$ cat src/rtl/cla_pkg.sv
`default_nettype none
// ============================================================================
// Module      : cla_pkg
// Description : Shared constants, op encoding and sizing helper for the
//               pipelined carry-lookahead adder.
// Revision    : 1.0 - initial release
// ============================================================================
package cla_pkg;

    localparam int CLA_GROUP_W = 4;

    typedef enum logic {
        OP_ADD = 1'b0,
        OP_SUB = 1'b1
    } op_e;

    function automatic int cla_groups(input int width);
        return width / CLA_GROUP_W;
    endfunction

endpackage
`default_nettype wire

$ cat src/rtl/cla4_group.sv
`default_nettype none
// ============================================================================
// Module      : cla4_group
// Description : Combinational 4-bit carry-lookahead group with group P/G.
// Revision    : 1.0 - initial release
// ============================================================================
module cla4_group
    import cla_pkg::*;
(
    input  logic [CLA_GROUP_W-1:0] i_a,
    input  logic [CLA_GROUP_W-1:0] i_b,
    input  logic                   i_cin,
    output logic [CLA_GROUP_W-1:0] o_sum,
    output logic                   o_cout,
    output logic                   o_p,
    output logic                   o_g
);

    logic [CLA_GROUP_W-1:0] w_p;
    logic [CLA_GROUP_W-1:0] w_g;
    logic [CLA_GROUP_W-1:0] w_c;

    assign w_p = i_a ^ i_b;
    assign w_g = i_a & i_b;

    assign w_c[0] = i_cin;
    assign w_c[1] = w_g[0] | (w_p[0] & i_cin);
    assign w_c[2] = w_g[1] | (w_p[1] & w_g[0]) | (w_p[1] & w_p[0] & i_cin);
    assign w_c[3] = w_g[2] | (w_p[2] & w_g[1]) | (w_p[2] & w_p[1] & w_g[0])
                  | (w_p[2] & w_p[1] & w_p[0] & i_cin);

    assign o_p    = &w_p;
    assign o_g    = w_g[3] | (w_p[3] & w_g[2]) | (w_p[3] & w_p[2] & w_g[1])
                  | (w_p[3] & w_p[2] & w_p[1] & w_g[0]);
    assign o_cout = o_g | (o_p & i_cin);
    assign o_sum  = w_p ^ w_c;

endmodule
`default_nettype wire

$ cat src/rtl/cla_pipe_adder.sv
`default_nettype none
// ============================================================================
// Module      : cla_pipe_adder
// Description : Skewed pipelined CLA add/sub with valid/ready flow control.
//               Define CLA_PIPE_SAT_EN to clamp signed overflow.
// Revision    : 1.0 - initial release
// ============================================================================
module cla_pipe_adder
    import cla_pkg::*;
#(
    parameter int WIDTH  = 16,
    parameter int STAGES = 2
)(
    input  logic             clk,
    input  logic             rst,
    input  logic             in_valid,
    output logic             in_ready,
    input  logic [WIDTH-1:0] in_a,
    input  logic [WIDTH-1:0] in_b,
    input  logic             in_cin,
    input  logic             in_sub,
    output logic             out_valid,
    input  logic             out_ready,
    output logic [WIDTH-1:0] out_sum,
    output logic             out_cout,
    output logic             out_ovf,
    output logic             out_sat
);

    localparam int c_ng  = cla_groups(WIDTH);
    localparam int c_gps = c_ng / STAGES;
    localparam int c_sw  = c_gps * CLA_GROUP_W;

    // Stage k inputs: operands are right-aligned so slice k is always at bit 0
    logic [WIDTH-1:0] w_a_q [STAGES];
    logic [WIDTH-1:0] w_b_q [STAGES];
    logic [WIDTH-1:0] w_s_q [STAGES];
    logic             w_c_q [STAGES];
    logic             w_v_q [STAGES];
    logic             w_en;
    op_e              w_op;

    assign w_op     = in_sub ? OP_SUB : OP_ADD;
    assign w_en     = ~out_valid | out_ready;
    assign in_ready = rst | w_en;

    assign w_a_q[0] = in_a;
    assign w_b_q[0] = (w_op == OP_SUB) ? ~in_b : in_b;
    assign w_c_q[0] = (w_op == OP_SUB) ? 1'b1 : in_cin;
    assign w_s_q[0] = '0;
    assign w_v_q[0] = in_valid;

    for (genvar k = 0; k < STAGES; k++) begin : g_stage
        logic [c_sw-1:0]  w_sa;
        logic [c_sw-1:0]  w_sb;
        logic [c_sw-1:0]  w_ss;
        logic [c_gps:0]   w_gc;
        logic [c_gps-1:0] w_gp;
        logic [c_gps-1:0] w_gg;
        logic [c_gps-1:0] w_gco;
        logic [WIDTH-1:0] w_s_nx;
        logic             w_unused_co;

        assign w_sa    = w_a_q[k][c_sw-1:0];
        assign w_sb    = w_b_q[k][c_sw-1:0];
        assign w_gc[0] = w_c_q[k];

        for (genvar j = 0; j < c_gps; j++) begin : g_grp
            cla4_group u_grp (
                .i_a   (w_sa[j*CLA_GROUP_W +: CLA_GROUP_W]),
                .i_b   (w_sb[j*CLA_GROUP_W +: CLA_GROUP_W]),
                .i_cin (w_gc[j]),
                .o_sum (w_ss[j*CLA_GROUP_W +: CLA_GROUP_W]),
                .o_cout(w_gco[j]),
                .o_p   (w_gp[j]),
                .o_g   (w_gg[j])
            );
            assign w_gc[j+1] = w_gg[j] | (w_gp[j] & w_gc[j]);
        end

        // Group couts equal the inter-group lookahead carries; only P/G are used
        assign w_unused_co = ^w_gco;

        // Finished slices enter at the top and shift down one slice per stage
        if (c_sw < WIDTH) begin : g_shift
            assign w_s_nx = {w_ss, w_s_q[k][WIDTH-1:c_sw]};
        end else begin : g_full
            assign w_s_nx = w_ss;
        end

        if (k < STAGES - 1) begin : g_mid
            logic             r_v;
            logic             r_c;
            logic [WIDTH-1:0] r_a;
            logic [WIDTH-1:0] r_b;
            logic [WIDTH-1:0] r_s;

            always_ff @(posedge clk) begin
                if (rst) begin
                    r_v <= 1'b0;
                    r_c <= 1'b0;
                    r_a <= '0;
                    r_b <= '0;
                    r_s <= '0;
                end else if (w_en) begin
                    r_v <= w_v_q[k];
                    r_c <= w_gc[c_gps];
                    r_a <= w_a_q[k] >> c_sw;
                    r_b <= w_b_q[k] >> c_sw;
                    r_s <= w_s_nx;
                end
            end

            assign w_v_q[k+1] = r_v;
            assign w_c_q[k+1] = r_c;
            assign w_a_q[k+1] = r_a;
            assign w_b_q[k+1] = r_b;
            assign w_s_q[k+1] = r_s;
        end else begin : g_last
            logic             w_cmsb;
            logic             w_ovf;
            logic             w_sat;
            logic [WIDTH-1:0] w_res;
            logic             r_v;
            logic             r_co;
            logic             r_ovf;
            logic             r_sat;
            logic [WIDTH-1:0] r_s;

            // Carry into the MSB recovered from its sum bit
            assign w_cmsb = w_sa[c_sw-1] ^ w_sb[c_sw-1] ^ w_ss[c_sw-1];
            assign w_ovf  = w_cmsb ^ w_gc[c_gps];

`ifdef CLA_PIPE_SAT_EN
            logic [WIDTH-1:0] w_lim;
            assign w_lim = w_sa[c_sw-1] ? {1'b1, {(WIDTH-1){1'b0}}}
                                        : {1'b0, {(WIDTH-1){1'b1}}};
            assign w_res = w_ovf ? w_lim : w_s_nx;
            assign w_sat = w_ovf;
`else
            assign w_res = w_s_nx;
            assign w_sat = 1'b0;
`endif

            always_ff @(posedge clk) begin
                if (rst) begin
                    r_v   <= 1'b0;
                    r_co  <= 1'b0;
                    r_ovf <= 1'b0;
                    r_sat <= 1'b0;
                    r_s   <= '0;
                end else if (w_en) begin
                    r_v   <= w_v_q[k];
                    r_co  <= w_gc[c_gps];
                    r_ovf <= w_ovf;
                    r_sat <= w_sat;
                    r_s   <= w_res;
                end
            end

            assign out_valid = r_v;
            assign out_sum   = r_s;
            assign out_cout  = r_co;
            assign out_ovf   = r_ovf;
            assign out_sat   = r_sat;
        end
    end

endmodule
`default_nettype wire

$ cat config.mk
export PLATFORM = sky130hd
export DESIGN_NAME = cla_pipe_adder
export DESIGN_NICKNAME = d
export VERILOG_FILES = /design/src/rtl/cla_pkg.sv /design/src/rtl/cla4_group.sv /design/src/rtl/cla_pipe_adder.sv
export SDC_FILE = /design/constraint.sdc
export NUM_CORES = 1
export LEC_CHECK = 0
export BUFFER_PORTS_ARGS = -buffer_cell sky130_fd_sc_hd__buf_2
export CAP_MARGIN = 20
export CORE_UTILIZATION = 40
export CTS_CLUSTER_SIZE = 30
export DETAILED_ROUTE_END_ITERATION = 7
export GPL_TIMING_DRIVEN = 1
export PLACE_DENSITY = 0.67
export SYNTH_ARGS = -nofsm -noshare
export SYNTH_HDL_FRONTEND = slang
export SYNTH_HIERARCHICAL = 1
export SYNTH_SLANG_ARGS = --single-unit
$ cat constraint.sdc
create_clock -name clk -period 2.8 [get_ports clk]
set_input_delay 0.56 -clock clk [delete_from_list [all_inputs] [get_ports clk]]
set_output_delay 0.56 -clock clk [all_outputs]
set_load 0.02 [all_outputs]
== Yosys cells after proc, flatten, opt, wreduce, memory -nomap -nowiden ==
Index checks and enable logic that the tools add are counted.
Widths: inputs -> output; s select.

* Bits in registers: 45
* Bits of input ports: 38
* Output and inout bits: 21
* Word-level logic and storage cells: 135

* Multiplexer cells: 3
* Bitwise logic cells: 119
* Reductions and logical operators: 4

{| class="wikitable"
|+ Operators by type and width
! operator !! count
|-
| $and 1x1->1 || 60
|-
| $or 1x1->1 || 42
|-
| $xor 4x4->4 || 8
|-
| $and 4x4->4 || 4
|-
| $mux 16 || 1
|-
| $not 16->16 || 1
|-
| $reduce_and 4->1 || 4
|-
| $xor 1x1->1 || 3
|-
| $mux 1 || 2
|-
| $not 1->1 || 1
|}

== Logic depth before layout (Yosys ltp) ==
* Depth in word-level cells: 11
* Mapped depth: 13
* Depth with buffers taken out: 11

== Cells and area by module ==
The synthesis kept the hierarchy.

{| class="wikitable"
|+ By module, submodules not included
! module !! instances !! cells an instance !! area each (um^2) !! sequential area each (um^2)
|-
| cla_pipe_adder || 1 || 217 || 1795.5 || 900.9
|-
| cla4_group (g_stage[1].g_grp[0].u_grp) || 1 || 22 || 193.9 || 0.0
|-
| cla4_group (g_stage[0].g_grp[1].u_grp) || 1 || 22 || 186.4 || 0.0
|-
| cla4_group (g_stage[0].g_grp[0].u_grp) || 1 || 22 || 181.4 || 0.0
|-
| cla4_group (g_stage[1].g_grp[1].u_grp) || 1 || 18 || 171.4 || 0.0
|}

== Worst setup path before layout ==
OpenSTA, ideal clock, no wires.

* Kind: input -> register
* Start point: input port in_sub
* End point: register g_stage[0].g_mid.r_s[12]
* Setup time: 70 ps
* Arrival time: 2786 ps
* Data required time: 2730 ps
* Setup slack: -56 ps
* Cell stages on the path: 13
* Path buffers: 2
* Cell sequence: buf_4 > buf_4 > xor2_1 > ha_1 > a21oi_2 > nand2_1 > a21o_1 > or2_2 > inv_1 > fa_1 > inv_1 > nand2_1 > a21oi_1

* Cells in the longest elaborated chain, start to end: 9
* Elaborated cells on any way between the ends: 18
* Those cells by class: 3 x mux; 14 x bitwise; 1 x reduce/logical

{| class="wikitable"
|+ RTL lines
! item !! line !! RTL
|-
| start: declaration || cla_pipe_adder.sv:21 || <nowiki>input logic in_sub,</nowiki>
|-
| $mux 1 (*) || cla_pipe_adder.sv:43 || <nowiki>assign w_op = in_sub ? OP_SUB : OP_ADD;</nowiki>
|-
| $mux 16 (*) || cla_pipe_adder.sv:48 || <nowiki>assign w_b_q[0] = (w_op == OP_SUB) ? ~in_b : in_b;</nowiki>
|-
| via g_stage[0].w_sb[2] || cla_pipe_adder.sv:55 || <nowiki>logic [c_sw-1:0] w_sb;</nowiki>
|-
| $and 4x4->4 / $xor 4x4->4 (equally long branches) || cla4_group.sv:24, cla4_group.sv:23 ||
|-
| $and 1x1->1 (on tied branches) || cla4_group.sv:33, cla4_group.sv:34 ||
|-
| $or 1x1->1, or another cell as far along || cla4_group.sv:33 || <nowiki>assign o_g = w_g[3] | (w_p[3] & w_g[2]) | (w_p[3] & w_p[2] & w_g[1])</nowiki>
|-
| $or 1x1->1 / $and 1x1->1 (equally long branches) || cla4_group.sv:33, cla4_group.sv:34 ||
|-
| $or 1x1->1 (*) || cla4_group.sv:34 || <nowiki>| (w_p[3] & w_p[2] & w_p[1] & w_g[0]);</nowiki>
|-
| via g_stage[0].w_gg[0] || cla_pipe_adder.sv:59 || <nowiki>logic [c_gps-1:0] w_gg;</nowiki>
|-
| $or 1x1->1 (*) || n/a ||
|-
| via g_stage[0].w_gc[1] || cla_pipe_adder.sv:57 || <nowiki>logic [c_gps:0] w_gc;</nowiki>
|-
| $xor 4x4->4 (*) || cla4_group.sv:36 || <nowiki>assign o_sum = w_p ^ w_c;</nowiki>
|-
| via g_stage[0].w_s_nx[12] || cla_pipe_adder.sv:61 || <nowiki>logic [WIDTH-1:0] w_s_nx;</nowiki>
|-
| end signal: assignment || cla_pipe_adder.sv:110 || <nowiki>r_s <= w_s_nx;</nowiki>
|-
| end: declaration || cla_pipe_adder.sv:96 || <nowiki>logic [WIDTH-1:0] r_s;</nowiki>
|}

Mark *: on every way through the listed nets, which the timed path passes. The rest lies on a longest branch.
A chain may end at the register's enable or synchronous reset.

== Worst setup path after layout ==
* Start point: register g_stage[0].g_mid.r_b[1]
* End point: register g_stage[1].g_last.r_ovf (netlist: out_ovf)

* Cells in the longest elaborated chain, start to end: 10
* Elaborated cells on any way between the ends: 17
* Those cells by class: 16 x bitwise; 1 x reduce/logical

{| class="wikitable"
|+ RTL lines
! item !! line !! RTL
|-
| start: declaration || cla_pipe_adder.sv:95 || <nowiki>logic [WIDTH-1:0] r_b;</nowiki>
|-
| start signal: assignment || cla_pipe_adder.sv:109 || <nowiki>r_b <= w_b_q[k] >> c_sw;</nowiki>
|-
| $and 4x4->4 / $xor 4x4->4 (equally long branches) || cla4_group.sv:24, cla4_group.sv:23 ||
|-
| $and 1x1->1 (on tied branches) || cla4_group.sv:33, cla4_group.sv:34 ||
|-
| $or 1x1->1 / $and 1x1->1 (equally long branches) || cla4_group.sv:33, cla4_group.sv:34 ||
|-
| $or 1x1->1 (*) || cla4_group.sv:34 ||
|-
| via g_stage[1].w_gg[0] || cla_pipe_adder.sv:59 ||
|-
| $or 1x1->1 (*) || n/a ||
|-
| via g_stage[1].w_gc[1] || cla_pipe_adder.sv:57 ||
|-
| $and 1x1->1 (*) || cla4_group.sv:30 || <nowiki>| (w_p[2] & w_p[1] & w_p[0] & i_cin);</nowiki>
|-
| $or 1x1->1 (*) || cla4_group.sv:30 ||
|-
| $xor 4x4->4 (*) || cla4_group.sv:36 ||
|-
| via g_stage[1].g_last.w_res[15] || cla_pipe_adder.sv:123 || <nowiki>logic [WIDTH-1:0] w_res;</nowiki>
|-
| $xor 1x1->1 (*) || cla_pipe_adder.sv:131 || <nowiki>assign w_cmsb = w_sa[c_sw-1] ^ w_sb[c_sw-1] ^ w_ss[c_sw-1];</nowiki>
|-
| $xor 1x1->1 (*) || cla_pipe_adder.sv:132 || <nowiki>assign w_ovf = w_cmsb ^ w_gc[c_gps];</nowiki>
|-
| end signal: assignment || cla_pipe_adder.sv:155 || <nowiki>r_ovf <= w_ovf;</nowiki>
|-
| end: declaration || cla_pipe_adder.sv:126 || <nowiki>logic r_ovf;</nowiki>
|}

Marked as above.

==> results.md <==
- Outcome: complete, no violations
- Area grow syn2layout: 18.3%
- Post-route clock period utilization: 93.1%
- CP startpoint kind: register
- Synth warnings: 6
- Worst slack at placement: 0.0343 ns
- Worst Hold Class: register to register
- Initial antenna violation count: 0
- Ant. Diodes: 0
- RSZ-0062 raised after global routing: no
- WP data arrival: 2.85 ns
- Layout cell share with drive strength beyond 1: 26.1%
- Max IR drop VDD: 224 uV
- Die Area: 6570 um2
- Final RePlAce weighted congestion: 0.825
- Vias in the first global route: 2014
- Final WS setup: 0.193 ns
- Detailed placement HPWL: 3840 um
- Post-DR wirelength/cell: 12.0 um
- Synthesized instance count: 297
- PD cells: 557 nW/um2
- Max Cap Viol: 0
- Worst-Skew Late Latency: 0.30 ns
- Final hold violation count: 0
- F_max: 0.384 GHz
- Setup Viol. Count Final: 0
- Remaining global-route overflow: 0
- Register area: 901 um2
- Kind of critical path: register to register
- Crit end category: register
- Worst EP required: 3.04 ns
- Clk_skew: 0.0103 ns
- Die Wd: 81.0 um
- DRC: 0
- Max Fanout on Critical Path: 5
- Syn Area/Cell: 8.41 um2
- Worst hold path startpoint: out_sum[10]
- Setup TNS after final layout: 0 ns
- # rows: 28
- Die Span Y: 81.0 um
- H-tree lvl count: 2
- Clock Path Buffers: 2
- Leading cell type in the layout, fill and taps excluded: nand2_1
- Post-CTS setup buffer count: 0
- Post-CTS Hold Fix Bufs: 0
- # nets final: 410
- Via density: 4.93
- Routed Antenna Nets: 0
- Area of the multi-input gates: 1460 um2
- Pin count of the biggest net entering global routing: 34
- Commonest non-fill, non-tap cells in the layout: nand2_1, buf_2, dfxtp_1
- # IOs: 59
- Clock tree from TritonCTS: done
- IO buf count: 57
- Cell Area, Synth: 2500 um2
- Post-cts resize count: 0
- Core area: 5960 um2
- DR vias: 2111
- LEAKAGE: 1.45 nW
- TritonCTS buffer count: 5
- Crit. Startpoint: g_stage[0].g_mid.r_b[1]
- Slew Viols, Final: 0
- CTS sink cnt: 45
- Clock-pin slew of the registers on the worst-case setup and hold paths: 0.09 ns
- Syn nets: 355
- Total Routing Usage GR: 17.4%
- Initial drt markers: 77
- Final WL: 5150 um
- R2R Path Start: g_stage[0].g_mid.r_b[1]
- Starting Density: 42.0%
- Fill cells: 592
- First-pass GRT wire length: 8850 um
- Drt pass-1 iters: 4
- Tmin final: 2.61 ns
- Clock Root Buffer: clkbuf_8
-- per-stage QoR --
step / instance area (um2) / power [mW] / cells / hold slack, ns / util, %
final: 2960 / 1.65 / 428 / 0.450 / 49.6
after CTS: 2960 / 1.67 / 428 / 0.454 / 49.6
after global placement: 2860 / 1.23 / 420 / 0.435 / 48.1
after global routing: 2960 / 1.76 / 428 / 0.474 / 49.6
after detailed placement: 2860 / 1.24 / 420 / 0.443 / 48.1
after floorplan: 2510 / 1.11 / 297 / 0.432 / -
-- where the power goes --
| part | leakage [nW] | switching [mW] | internal [mW] |
|---|---|---|---|
| registers | 0.373 | 0.0416 | 0.716 |
| clock network | 0.0452 | 0.237 | 0.182 |
| logic | 1.03 | 0.261 | 0.210 |
| total | 1.45 | 0.539 | 1.11 |
-- worst max-delay path, cell delays in order (launching register included) --
cell       delay (ns)
dfxtp_1          0.34
ha_1             0.37
a21oi_2          0.21
o21bai_1         0.07
a21o_1           0.21
a21o_1           0.21
nand4_1          0.10
nand3_2          0.08
xor2_1           0.20
xor3_1           0.30
a2111oi_2        0.34
a211o_1          0.13
-- layout make-up --
cell class | count | share of cell area (%)
Clock buffer | 5 | 2.33
Clock inverter | 3 | 0.846
Inverter | 14 | 1.78
Multi-Input combinational cell | 220 | 49.5
Sequential cell | 45 | 30.5
Tap cell | 75 | 3.17
Timing Repair Buffer | 66 | 11.9
-- path summary, 6_finish.rpt --
path            endpoint  slack (ns)  cells past startpoint
max              out_ovf        0.19                     11
min          out_sum[10]        0.45                      2
max reg2reg      out_ovf        0.19                     11
min reg2reg  out_sum[10]        0.45                      2
-- per-layer routing --
| metal | wire length [um] | part of all wire, % | GRT usage, % | vias up |
|---|---|---|---|---|
| li1 | - | - | - | 1104 |
| met1 | 2420 | 47 | 21.5 | 959 |
| met2 | 2480 | 48 | 30.1 | 42 |
| met3 | 184 | 3.6 | 3.48 | 6 |
| met4 | 63 | 1.2 | 5.36 | 0 |
| met5 | 0 | 0 | 0 | - |
-- state kept, by name (all words and copies together) (netlist names) --
register           count
g_stage.g_mid.r_a      8
g_stage.g_mid.r_v      1
out_sum               16
g_stage.g_mid.r_c      1
out_cout               1
g_stage.g_mid.r_b      8
g_stage.g_mid.r_s      8
out_ovf                1
out_valid              1
(Power assumes the default switching activity.)
